`config.mk`:
```
export PLATFORM = sky130hd
export DESIGN_NAME = mult_seq
export DESIGN_NICKNAME = d
export VERILOG_FILES = /design/src/rtl/mult_seq.sv
export SDC_FILE = /design/constraint.sdc
export NUM_CORES = 1
export LEC_CHECK = 0
export ABC_AREA = 1
export CAP_MARGIN = 30
export CORE_MARGIN = 3
export CORE_UTILIZATION = 58
export DETAILED_ROUTE_END_ITERATION = 8
export PLACE_DENSITY = 0.81
export SETUP_SLACK_MARGIN = 0.5
export SYNTH_ARGS = -nofsm -noshare
export SYNTH_HDL_FRONTEND = slang
export SYNTH_SLANG_ARGS = --single-unit
```
`constraint.sdc`:
```
create_clock -name CLK -period 3.95 [get_ports CLK]
set_input_delay 0.395 -clock CLK [delete_from_list [all_inputs] [get_ports CLK]]
set_output_delay 0.395 -clock CLK [all_outputs]
set_load 0.1 [all_outputs]
```
`src/rtl/mult_seq.sv`:
```
// Sequential radix-2 shift-add multiplier, signed or unsigned, WIDTH x WIDTH -> 2*WIDTH.
// Latency: DONE is high in the cycle after the WIDTH-th CALC edge; the accepting edge is edge 1, so DONE is seen after edge WIDTH+1.
// Backpressure: none; START is only accepted in IDLE and ignored while BUSY.
//
// Ports:
//   CLK, RST_N  - clock (rising edge) and asynchronous active-low reset
//   START       - request a multiply; A, B and SIGNED are captured on the same edge
//   SIGNED      - 1: two's-complement operands, 0: unsigned operands
//   A, B        - multiplicand and multiplier
//   HI, LO      - upper and lower halves of the last completed product
//   BUSY        - high in CALC and FIN
//   DONE        - one-cycle pulse in FIN; HI/LO hold a fresh result
module mult_seq #(
    parameter int WIDTH = 32
) (
    input  logic             CLK,
    input  logic             RST_N,
    input  logic             START,
    input  logic             SIGNED,
    input  logic [WIDTH-1:0] A,
    input  logic [WIDTH-1:0] B,
    output logic [WIDTH-1:0] HI,
    output logic [WIDTH-1:0] LO,
    output logic             BUSY,
    output logic             DONE
);

    localparam int CW = $clog2(WIDTH);

    typedef enum logic [1:0] {
        IDLE = 2'd0,
        CALC = 2'd1,
        FIN  = 2'd2
    } state_t;

    state_t state;
    state_t state_nxt;

    logic [CW-1:0]      cnt;
    logic [WIDTH-1:0]   mcand;     // |A|, held for the whole operation
    logic [2*WIDTH-1:0] prod;      // upper half accumulates, lower half shifts out |B|
    logic               neg;       // result must be negated at the end

    logic [WIDTH-1:0]   mag_a;
    logic [WIDTH-1:0]   mag_b;
    logic [WIDTH:0]     step_sum;
    logic [2*WIDTH-1:0] prod_step;
    logic [2*WIDTH-1:0] prod_fix;
    logic               last_step;
    logic               accept;

    // Operand magnitudes. The most-negative value negates to itself, which read
    // as unsigned is exactly its magnitude, so WIDTH bits suffice.
    always_comb begin
        mag_a = A;
        mag_b = B;
        if (SIGNED && A[WIDTH-1]) begin
            mag_a = ~A + {{(WIDTH-1){1'b0}}, 1'b1};
        end
        if (SIGNED && B[WIDTH-1]) begin
            mag_b = ~B + {{(WIDTH-1){1'b0}}, 1'b1};
        end
    end

    // One shift-add step: add the multiplicand into the upper half when the
    // current multiplier bit (prod[0]) is set, keep the carry, shift right by one.
    always_comb begin
        step_sum  = {1'b0, prod[2*WIDTH-1:WIDTH]}
                  + {1'b0, (prod[0] ? mcand : {WIDTH{1'b0}})};
        prod_step = {step_sum, prod[WIDTH-1:1]};
        prod_fix  = prod_step;
        if (neg) begin
            prod_fix = ~prod_step + {{(2*WIDTH-1){1'b0}}, 1'b1};
        end
    end

    assign accept    = (state == IDLE) && START;
    assign last_step = (state == CALC) && (cnt == CW'(WIDTH - 1));

    // State register
    always_ff @(posedge CLK or negedge RST_N) begin
        if (!RST_N) begin
            state <= IDLE;
        end else begin
            state <= state_nxt;
        end
    end

    // Next-state logic
    always_comb begin
        state_nxt = state;
        case (state)
            IDLE:    if (START) state_nxt = CALC;
            CALC:    if (cnt == CW'(WIDTH - 1)) state_nxt = FIN;
            FIN:     state_nxt = IDLE;
            default: state_nxt = IDLE;
        endcase
    end

    // Output logic
    always_comb begin
        BUSY = 1'b0;
        DONE = 1'b0;
        case (state)
            CALC: BUSY = 1'b1;
            FIN: begin
                BUSY = 1'b1;
                DONE = 1'b1;
            end
            default: begin
                BUSY = 1'b0;
                DONE = 1'b0;
            end
        endcase
    end

    // Datapath: operands are captured only on the accepting edge, so later
    // changes on A/B/SIGNED cannot disturb an operation in flight.
    always_ff @(posedge CLK or negedge RST_N) begin
        if (!RST_N) begin
            cnt   <= '0;
            mcand <= '0;
            prod  <= '0;
            neg   <= 1'b0;
            HI    <= '0;
            LO    <= '0;
        end else if (accept) begin
            cnt   <= '0;
            mcand <= mag_a;
            prod  <= {{WIDTH{1'b0}}, mag_b};
            neg   <= SIGNED & (A[WIDTH-1] ^ B[WIDTH-1]);
        end else if (state == CALC) begin
            prod <= prod_step;
            cnt  <= last_step ? '0 : cnt + CW'(1);
            // Result registers change only on the CALC -> FIN edge.
            if (last_step) begin
                {HI, LO} <= prod_fix;
            end
        end
    end

endmodule

```
Word-level counts from Yosys, hierarchy flattened --
Index checks and enable logic that the tools add are counted.
Word-level totals: flip-flop bits (word level) 168, bits of input ports 68, logic and storage cells 46
Cells by class: equality and inequality tests 5, bitwise gates (word level) 6, reduce and logical (&&, ||, !) cells 9, muxes and demuxes 14, add/subtract/negate cells 5
Operators by type and width (count):
- 64-bit 2-to-1 mux | 3
- 32-bit 2-to-1 mux | 3
- 32-bit by 1-bit adder with 32-bit output, second input constant | 2
- 64-bit by 1-bit adder with 64-bit output, second input constant | 1
- 32-bit NOT | 2
- 64-bit NOT | 1
- 32-bit by 32-bit adder with 33-bit output | 1
- 5-bit 2-to-1 mux | 3
- 5-bit by 1-bit adder with 5-bit output, second input constant | 1
- 5-bit equality test, second input constant | 1
- 1-bit logical AND | 4
- 2-bit 2-to-1 mux | 2
- 2-bit case mux with 2 select lines | 1
- 3-bit AND reduction | 1
- 2-bit by 1-bit equality test with 1-bit output, second input constant | 1
- 2-bit equality test, second input constant | 1
- 2-bit zero test | 1
- 1-bit 2-to-1 mux | 2
- 2-bit by 1-bit != test with 1-bit output, second input constant | 1
- 2-bit != test, second input constant | 1
- 2-bit AND reduction | 1
- 2-bit nonzero test | 1
- 2-bit OR reduction | 1
- 1-bit bitwise AND | 1
- 2 further kinds | 2

Depth between registers and ports, before layout --
Gate-level depths: netlist (run 1).
word-level depth 5, gate-level depth with buffers 26, mapped depth without buffers 23

Least setup slack after synthesis (run 1) --
No wires, ideal clock.
path type flip-flop to flip-flop, start point reg prod[0], end point reg HI[27], arrival time 2.681 ns, path buffers 2, clock period less this slack 2.801 ns, slack 1.149 ns, data required time 3.830 ns, cell stages (with the launch flop) 23, cells stage by stage dfrtp_1 clkbuf_1 clkbuf_1 nand2_1 inv_1 ha_1 fa_1 nand3_1 nand2_2 nand2_1 nand2_2 nand2_1 nand2_2 nand2_1 nand2_1 inv_1 nand2_1 nor2_1 nand2_1 nand2_2 nand3_1 nand3_1 nand2_1
Between the ends: longest elaborated chain between the ends 5
Ends and longest elaborated chain:
- from (decl) | RTL line 41 | logic [2*WIDTH-1:0] prod;
- from (signal assigned) | RTL line 130 | prod <= {{WIDTH{1'b0}}, mag_b};
- from (signal assigned) | RTL line 133 | prod <= prod_step;
- 32-bit 2-to-1 mux (*) | RTL line 69 | + {1'b0, (prod[0] ? mcand : {WIDTH{1'b0}})};
- 32-bit by 32-bit adder with 33-bit output (*) | RTL line 69
- 64-bit NOT | RTL line 73 | prod_fix = ~prod_step + {{(2*WIDTH-1){1'b0}}, 1'b1};
- 64-bit by 1-bit adder with 64-bit output | RTL line 73
- 64-bit 2-to-1 mux (*) | RTL line 72 | if (neg) begin
- to (signal assigned) | RTL line 137 | {HI, LO} <= prod_fix;
- to (decl) | RTL line 22 | output logic [WIDTH-1:0] HI,
Mark *: on every way between the ends. The rest lies on a longest branch, timed or not. A chain may end at the register's enable or synchronous reset.

Worst setup path in the final report (run 1) --
start point reg prod[0], end point reg HI[18]
Same word-level chain as after synthesis.

==> flow_summary.rst, run 1 <==
.. list-table::
   :header-rows: 1

   * - Metric
     - Value
   * - Status
     - finished with violations
   * - Avg Inst Size Synth
     - between 6 and 7 um2
   * - Post-Synth Simple-Gate Area
     - 0.371
   * - Setup crit start kind
     - flop
   * - Rel. slew slack
     - 0.324
   * - Die Width
     - 154 um
   * - Global routing usage summed across all routing layers
     - 0.339
   * - Maximum number of pins on one net before global-route repair
     - 86
   * - Number of hold buffers added after cts
     - 0
   * - Share of the clock period used by the worst path after layout
     - 0.873
   * - Final Instance Area
     - roughly 15,000 um2
   * - Capturing element type of the critical path
     - flop
   * - Initial antenna violation count
     - 0
   * - Maximum frequency from static timing analysis
     - 290 MHz
   * - Biggest fanout along the worst timing path
     - 12
   * - Die Footprint
     - 23,800 um2
   * - Placeable core area
     - 21,300 um2
   * - Area fraction in compound gates after synthesis
     - 0.107
   * - Post-synthesis to final-layout area growth
     - 17.9%
   * - Wirelength, routed
     - 40,700 um
   * - Port-buffer cells
     - between 100 and 150
   * - Multiplexer share of the synthesized area
     - 0
   * - Post-synthesis cell type with the largest combined area
     - sky130_fd_sc_hd__dfrtp_1
   * - Number of slew-limit violations in the final report
     - 0
   * - Number of remaining DRC errors
     - 0
   * - Via count of the routed design
     - ~13,000
   * - Via count of the first global-routing pass
     - 12,187
   * - Placer congestion estimate
     - 1.06
   * - Sequential element share of the synthesized area
     - 0.330
   * - Vert. Die Dim
     - 154 um
   * - Worst vdd rail ir drop
     - 630 uV
   * - Worst Clk Skew
     - 0.0131 ns
   * - Adder-cell share of the synthesized area
     - 0.0418
   * - Number of DRC markers in iteration 0
     - 1,474
   * - Cts bufs inserted
     - 17
   * - Number of buffers on the longest clock path
     - 2
   * - Synthesized flop and latch total
     - 168
   * - Antenna Nets Post-Route
     - 0
   * - Fraction of synthesized cell area taken by the top area cell type
     - 0.330
   * - RSZ-0062 raised after global routing
     - yes
   * - Count of flip-flops with a built-in enable after synthesis
     - 0
   * - CTS clk-pin slew, worst paths
     - 0.07 ns
   * - Violations in the final reports
     - negative hold slack
   * - Leakage power total
     - roughly 0.0076 uW
   * - Initial cell density of the core
     - 0.599
   * - Total standard cell area after synthesis
     - 12,800 um2
   * - Number of antenna cells inserted
     - 0
   * - Total number of yosys warnings
     - 0
   * - First-pass GRT wire length
     - 64,400 um
   * - Iteration count of the initial detailed-routing pass
     - 6
   * - Sink Count
     - between 150 and 200
   * - Post-synthesis xor/xnor area fraction
     - 0.0529
   * - Share of post-route cells with drive strength above 1
     - 0.0918
   * - Setup TNS after final layout
     - 0 ns
   * - Drt via density
     - 5.63
   * - Data arrival time of the worst path
     - 3.76 ns
   * - Power Density
     - 652 nW/um2
   * - Synth cell types
     - 51
   * - Final setup violating endpoints
     - 0
   * - Clock tree root buffer cell
     - sky130_fd_sc_hd__clkbuf_16
   * - TritonCTS clock tree
     - done
   * - Number of max-cap violations
     - 0
   * - Total Nets Final
     - ~2,200
   * - Number of instances in the synthesized netlist
     - between 1,500 and 2,000
   * - Placement Rows
     - 53
   * - Fraction of registers with async set/reset
     - 1.00
   * - Final routed wire length divided by cell count
     - 17.4 um
   * - Final hold slack
     - -0.0247 ns
   * - List of most frequent post-synthesis cells
     - sky130_fd_sc_hd__nand2_1, sky130_fd_sc_hd__inv_1, sky130_fd_sc_hd__dfrtp_1, sky130_fd_sc_hd__nor2_1, sky130_fd_sc_hd__o21ai_0
   * - Worst Tran Pin Value
     - 1.01 ns
   * - Number of hold violations in the final report
     - 10
   * - Critical path class
     - flop to flop
   * - Post-layout minimum cycle time
     - between 3 and 4 ns
   * - Worst Hold Class
     - input port to async pin
   * - Number of levels the H-tree was split into
     - 4
   * - Placed Instance Area
     - 14,400 um2
   * - Number of top-level pins
     - 134
   * - Post-layout power
     - about 9800 uW
   * - Grt total ovfl
     - 0
   * - Filler cells
     - 1,844
   * - Dominant combinational cell family by area after synthesis
     - simple AND/OR/NAND/NOR gates
   * - Endpoint required time on the critical path
     - 4.26 ns
   * - Top cells by area in the synthesized netlist
     - sky130_fd_sc_hd__dfrtp_1, sky130_fd_sc_hd__nand2_1, sky130_fd_sc_hd__inv_1, sky130_fd_sc_hd__o21ai_0, sky130_fd_sc_hd__nand3_1
   * - Most frequent cell after synthesis
     - sky130_fd_sc_hd__nand2_1
   * - Half-perimeter wire length after detailed placement
     - 31,400 um
   * - Post-Syn Nets
     - ~2,000
   * - Layout Utilization
     - 0.706
   * - Source-to-sink clock delay at the later pin of the worst-skew pair
     - 0.44 ns
   * - Synth Flop Type
     - sky130_fd_sc_hd__dfrtp_1
final cells by class:
cell class / count / area (um2) / share of cell area
Sequential cell: 168 / 4210 / 0.280
Inverter: 271 / 1020 / 0.0677
Clock buffer: 19 / 433 / 0.0288
Multi-Input combinational cell: 1437 / 7380 / 0.491
Tap cell: 275 / 344 / 0.0229
Timing Repair Buffer: 151 / 1510 / 0.100
Clock inverter: 13 / 140 / 0.00932
cells by family (layout without fill, tap and decap cells):
logic type	Yosys count	in the layout
flip-flops	168	168
AND/OR/NAND/NOR	1077	1077
buffers and inverters	328	454
XOR/XNOR	77	77
AO/OA/AOI/OAI	241	241
adder cells (fa/ha/maj)	42	42
where the power goes:
group | leakage [uW] | switching, uW | internal, uW
combinational | 0.00527 | 3830 | 1700
sequential | 0.00209 | 425 | 2160
clock | 0.000274 | 798 | 891
total | 0.00764 | 5050 | 4750
registers in the layout, indices dropped and copies added, names as in the netlist:
signal	cells
neg	1
LO	32
cnt	5
state	2
HI	32
prod	64
mcand	32
cell usage in the layout (no fill, tap or decap), types with 21 or more instances in the layout:
cell                              netlist  routed
sky130_fd_sc_hd__a21oi_1               44      44
sky130_fd_sc_hd__nor2_1               142     136
sky130_fd_sc_hd__ha_1                  41      38
sky130_fd_sc_hd__nand4_1               21      21
sky130_fd_sc_hd__nor2_2                21      24
sky130_fd_sc_hd__clkdlybuf4s50_1        0     132
sky130_fd_sc_hd__xor2_1                65      65
sky130_fd_sc_hd__nand3_1              135     135
sky130_fd_sc_hd__nand2_2               31      37
sky130_fd_sc_hd__inv_1                240     240
sky130_fd_sc_hd__nor3_1                22      21
sky130_fd_sc_hd__o21ai_0              136     136
sky130_fd_sc_hd__nand2_1              643     636
sky130_fd_sc_hd__inv_2                 26      26
sky130_fd_sc_hd__dfrtp_1              168     167
metrics by stage:
stage / cells / setup WS, ns
finish: 2334 / 0.501
global route: 2334 / 0.360
CTS: 2331 / 0.521
detailed placement: 2299 / 0.412
global placement: 2297 / 0.432
floorplan: 1933 / 1.15
worst paths after layout:
| path | slack (ns) | start | cells past startpoint | to |
|---|---|---|---|---|
| min reg2reg | 0.48 | HI[18] | 2 | HI[18] |
| min in group CLK | 0.48 | HI[18] | 2 | HI[18] |
| min | -0.02 | RST_N | 1 | LO[18] |
| max reg2reg | 0.50 | prod[0] | 14 | HI[18] |
| max | 0.50 | prod[0] | 14 | HI[18] |
| max in group asynchronous | 2.99 | RST_N | 2 | prod[39] |
worst max-delay path, stage by stage, from the launching register on:
cell,delay (ns)
sky130_fd_sc_hd__dfrtp_4,0.56
sky130_fd_sc_hd__buf_4,0.22
sky130_fd_sc_hd__nand2_1,0.10
sky130_fd_sc_hd__inv_1,0.11
sky130_fd_sc_hd__fa_2,0.45
sky130_fd_sc_hd__buf_4,0.16
sky130_fd_sc_hd__xor2_1,0.22
sky130_fd_sc_hd__nor4_1,0.39
sky130_fd_sc_hd__nand3_2,0.21
sky130_fd_sc_hd__nor2_4,0.16
sky130_fd_sc_hd__nand4_1,0.17
sky130_fd_sc_hd__o21ai_2,0.28
sky130_fd_sc_hd__nand2_1,0.07
sky130_fd_sc_hd__nand3_1,0.13
sky130_fd_sc_hd__nand2_1,0.07
repair_timing:
action	CTS	global route
buffers inserted	0	3
endpoints found under the setup margin	17	21
pin swaps	0	3
hold endpoints to repair	0	0
gates resized for setup	1	21
routing by layer:
| layer | vias up | part of all wire | GRT usage | wire length, um |
|---|---|---|---|---|
| met5 | - | 0 | 0 | 0 |
| met4 | 0 | 0.020 | 0.0816 | 818 |
| met3 | 66 | 0.11 | 0.0918 | 4560 |
| met2 | 681 | 0.43 | 0.500 | 17500 |
| met1 | 6038 | 0.44 | 0.497 | 17800 |
| li1 | 6361 | - | - | - |
No activity file was read; power rests on OpenSTA's default activity.
==> inputs of run 2 (changes only) <==
Settings changed: CORE_UTILIZATION 58 to 30, GPL_TIMING_DRIVEN from default to 1, PLACE_DENSITY 0.81 to default.
==> flow_summary.rst, run 2 (synthesis results as in run 1) <==
.. list-table::
   :header-rows: 1

   * - Metric
     - Value
   * - Die Width
     - roughly 210 um
   * - Data arrival time of the worst path
     - about 3.6 ns
   * - Biggest fanout along the worst timing path
     - 13
   * - First-pass GRT wire length
     - 68,700 um
   * - Initial antenna violation count
     - 1
   * - Number of hold violations in the final report
     - 9
   * - Detail Route met2 WL
     - 18,100 um
   * - Number of remaining DRC errors
     - 0
   * - Wirelength, routed
     - 43,300 um
   * - Most flop-heavy register
     - prod
   * - Number of antenna cells inserted
     - 0
   * - Grt total ovfl
     - 0
   * - TritonCTS clock tree
     - done
   * - Commonest non-fill, non-tap cells in the layout
     - sky130_fd_sc_hd__nand2_1, sky130_fd_sc_hd__inv_1, sky130_fd_sc_hd__dfrtp_1
   * - Status
     - finished with violations
   * - Sink Count
     - 168
   * - Endpoint required time on the critical path
     - approximately 4.3 ns
   * - Rel. slew slack
     - 0.310
   * - Setup crit start kind
     - flop
   * - Placeable core area
     - roughly 41,000 um2
   * - Number of DRC markers in iteration 0
     - 1,139
   * - Power Density
     - 629 nW/um2
   * - Setup slack of the critical path after layout
     - 0.688 ns
   * - Number of slew-limit violations in the final report
     - 0
   * - Total length of routed met3 wires
     - 3370 um
   * - Final hold slack
     - -0.0102 ns
   * - Flip-flop count of the largest register, all copies and words added
     - 64
   * - Share of post-route cells with drive strength above 1
     - 0.0877
   * - Port-buffer cells
     - 133
   * - RSZ-0062 raised after global routing
     - no
   * - Setup TNS after final layout
     - 0 ns
   * - Antenna Nets Post-Route
     - 0
   * - Relative contribution of the clock network to total power
     - 0.173
   * - Post-synthesis to final-layout area growth
     - 21.4%
   * - Clock tree root buffer cell
     - sky130_fd_sc_hd__clkbuf_16
   * - Maximum frequency from static timing analysis
     - around 300 MHz
   * - Post-layout minimum cycle time
     - 3.26 ns
   * - Internal Pwr Total
     - 4770 uW
   * - Via count of the routed design
     - between 10,000 and 15,000
   * - Worst Hold Class
     - input port to async pin
   * - Violations in the final reports
     - negative hold slack
   * - Global routing usage summed across all routing layers
     - 0.196
   * - Number of levels the H-tree was split into
     - 4
   * - Source-to-sink clock delay at the later pin of the worst-skew pair
     - 0.47 ns
   * - Number of top-level pins
     - 134
   * - Final routed wire length divided by cell count
     - 16.7 um
   * - Final setup violating endpoints
     - 0
   * - Cts bufs inserted
     - 17
   * - Placed instance count
     - 2,561
   * - Capturing element type of the critical path
     - flop
   * - Reg power frac
     - 0.265
   * - Placed Instance Area
     - 14,800 um2
   * - Vert. Die Dim
     - 212 um
   * - Uppermost layer routed
     - met5
   * - Via count of the first global-routing pass
     - 12,395
   * - Post-place setup slack
     - 0.611 ns
   * - Post-CTS setup buffer count
     - 0
   * - Placer congestion estimate
     - 0.956
   * - Critical path class
     - flop to flop
   * - Total Nets Final
     - 2,160
   * - Layout Cells excl Fill
     - 2,595
   * - Switching power share of the total
     - 0.509
   * - Drt via density
     - approximately 5
   * - Power dissipated by switching net loads
     - 4960 uW
   * - Most common cell after layout, fill and taps aside
     - sky130_fd_sc_hd__nand2_1
   * - Part of the total power dissipated in combinational logic
     - 0.562
   * - Placement Rows
     - 74
   * - Final Instance Area
     - approximately 15,000 um2
   * - Number of buffers on the longest clock path
     - 2
   * - CTS clk-pin slew, worst paths
     - 0.07 ns
   * - Die Footprint
     - 45,000 um2
   * - Iteration count of the initial detailed-routing pass
     - 5
   * - Worst Tran Pin Value
     - 1.03 ns
   * - Leakage power total
     - 0.00771 uW
   * - Worst vdd rail ir drop
     - 516 uV
   * - Worst Clk Skew
     - 0.0160 ns
   * - Number of hold buffers added after cts
     - 0
   * - Routed metal-1 wire length
     - roughly 21,000 um
   * - Maximum number of pins on one net before global-route repair
     - 86
   * - Initial cell density of the core
     - 0.308
   * - Share of the clock period used by the worst path after layout
     - 0.826
   * - Half-perimeter wire length after detailed placement
     - 33,900 um
   * - Number of max-cap violations
     - 0
## run 2: changes by cell type in the layout (fill, tap and decap cells not counted), sizes merged
cell,previous run,this run
inv,271,268
clkbuf,19,24
clkinv,10,8
buf,19,23
## run 2: what timing repair did
| action | CTS | global route |
|---|---|---|
| gates resized for setup | 0 | 10 |
| hold endpoints to repair | 0 | 0 |
| endpoints found under the setup margin | 0 | 16 |
## run 2: path summary, 6_finish.rpt
kind                       startpoint        to  slack (ns)  cells past startpoint
min in group CLK                HI[0]     HI[0]        0.48                      2
max reg2reg                   prod[0]    HI[28]        0.69                     18
min reg2reg                     HI[0]     HI[0]        0.48                      2
min                             RST_N   prod[8]       -0.01                      1
max                           prod[0]    HI[28]        0.69                     18
max in group asynchronous       RST_N  prod[59]        3.01                      2
## run 2: per-stage QoR
stage | util | total power [uW]
after CTS | 0.372 | 9660
after global placement | 0.354 | 7900
final | 0.374 | 9730
after detailed placement | 0.358 | 7950
after floorplan | - | 6300
after global routing | 0.374 | 10500
## run 2: per-layer routing
| metal | global-route usage | vias up |
|---|---|---|
| li1 | - | 6372 |
| met1 | 0.289 | 6009 |
| met2 | 0.289 | 414 |
| met3 | 0.0403 | 57 |
| met4 | 0.0570 | 4 |
| met5 | 0 | - |
## run 2: cell type report
cell class,count,area (um2)
Inverter,271,1020
Clock buffer,24,482
Clock inverter,8,88.8
Timing Repair Buffer,155,1670
Sequential cell,168,4210
Fill cell,4359,25900
Multi-Input combinational cell,1437,7350
Tap cell,532,666
## run 2: critical path: stages, from the launching register on
cell and delay [ns]:
sky130_fd_sc_hd__dfrtp_2 0.49, sky130_fd_sc_hd__nand2_1 0.10, sky130_fd_sc_hd__inv_1 0.06, sky130_fd_sc_hd__ha_1 0.24, sky130_fd_sc_hd__fa_2 0.41, sky130_fd_sc_hd__nand3_1 0.14
sky130_fd_sc_hd__nand2_2 0.12, sky130_fd_sc_hd__nand2_1 0.08, sky130_fd_sc_hd__nand2_1 0.11, sky130_fd_sc_hd__nor2_1 0.16, sky130_fd_sc_hd__nand2_1 0.11, sky130_fd_sc_hd__nor3_1 0.25
sky130_fd_sc_hd__nand2_1 0.15, sky130_fd_sc_hd__nor2_2 0.20, sky130_fd_sc_hd__nand3b_1 0.14, sky130_fd_sc_hd__nand2_1 0.12, sky130_fd_sc_hd__nand3_1 0.09, sky130_fd_sc_hd__nand3_1 0.09
sky130_fd_sc_hd__nand2_1 0.09
## run 2: power by group through the flow
stage	Combinational, uW	Clock (uW)	Sequential, uW
global placement	5320	0	2590
detailed placement	5360	0	2590
global route	6110	1790	2630
finish	5470	1680	2580
floorplan	3860	0	2440
CTS	5380	1710	2560
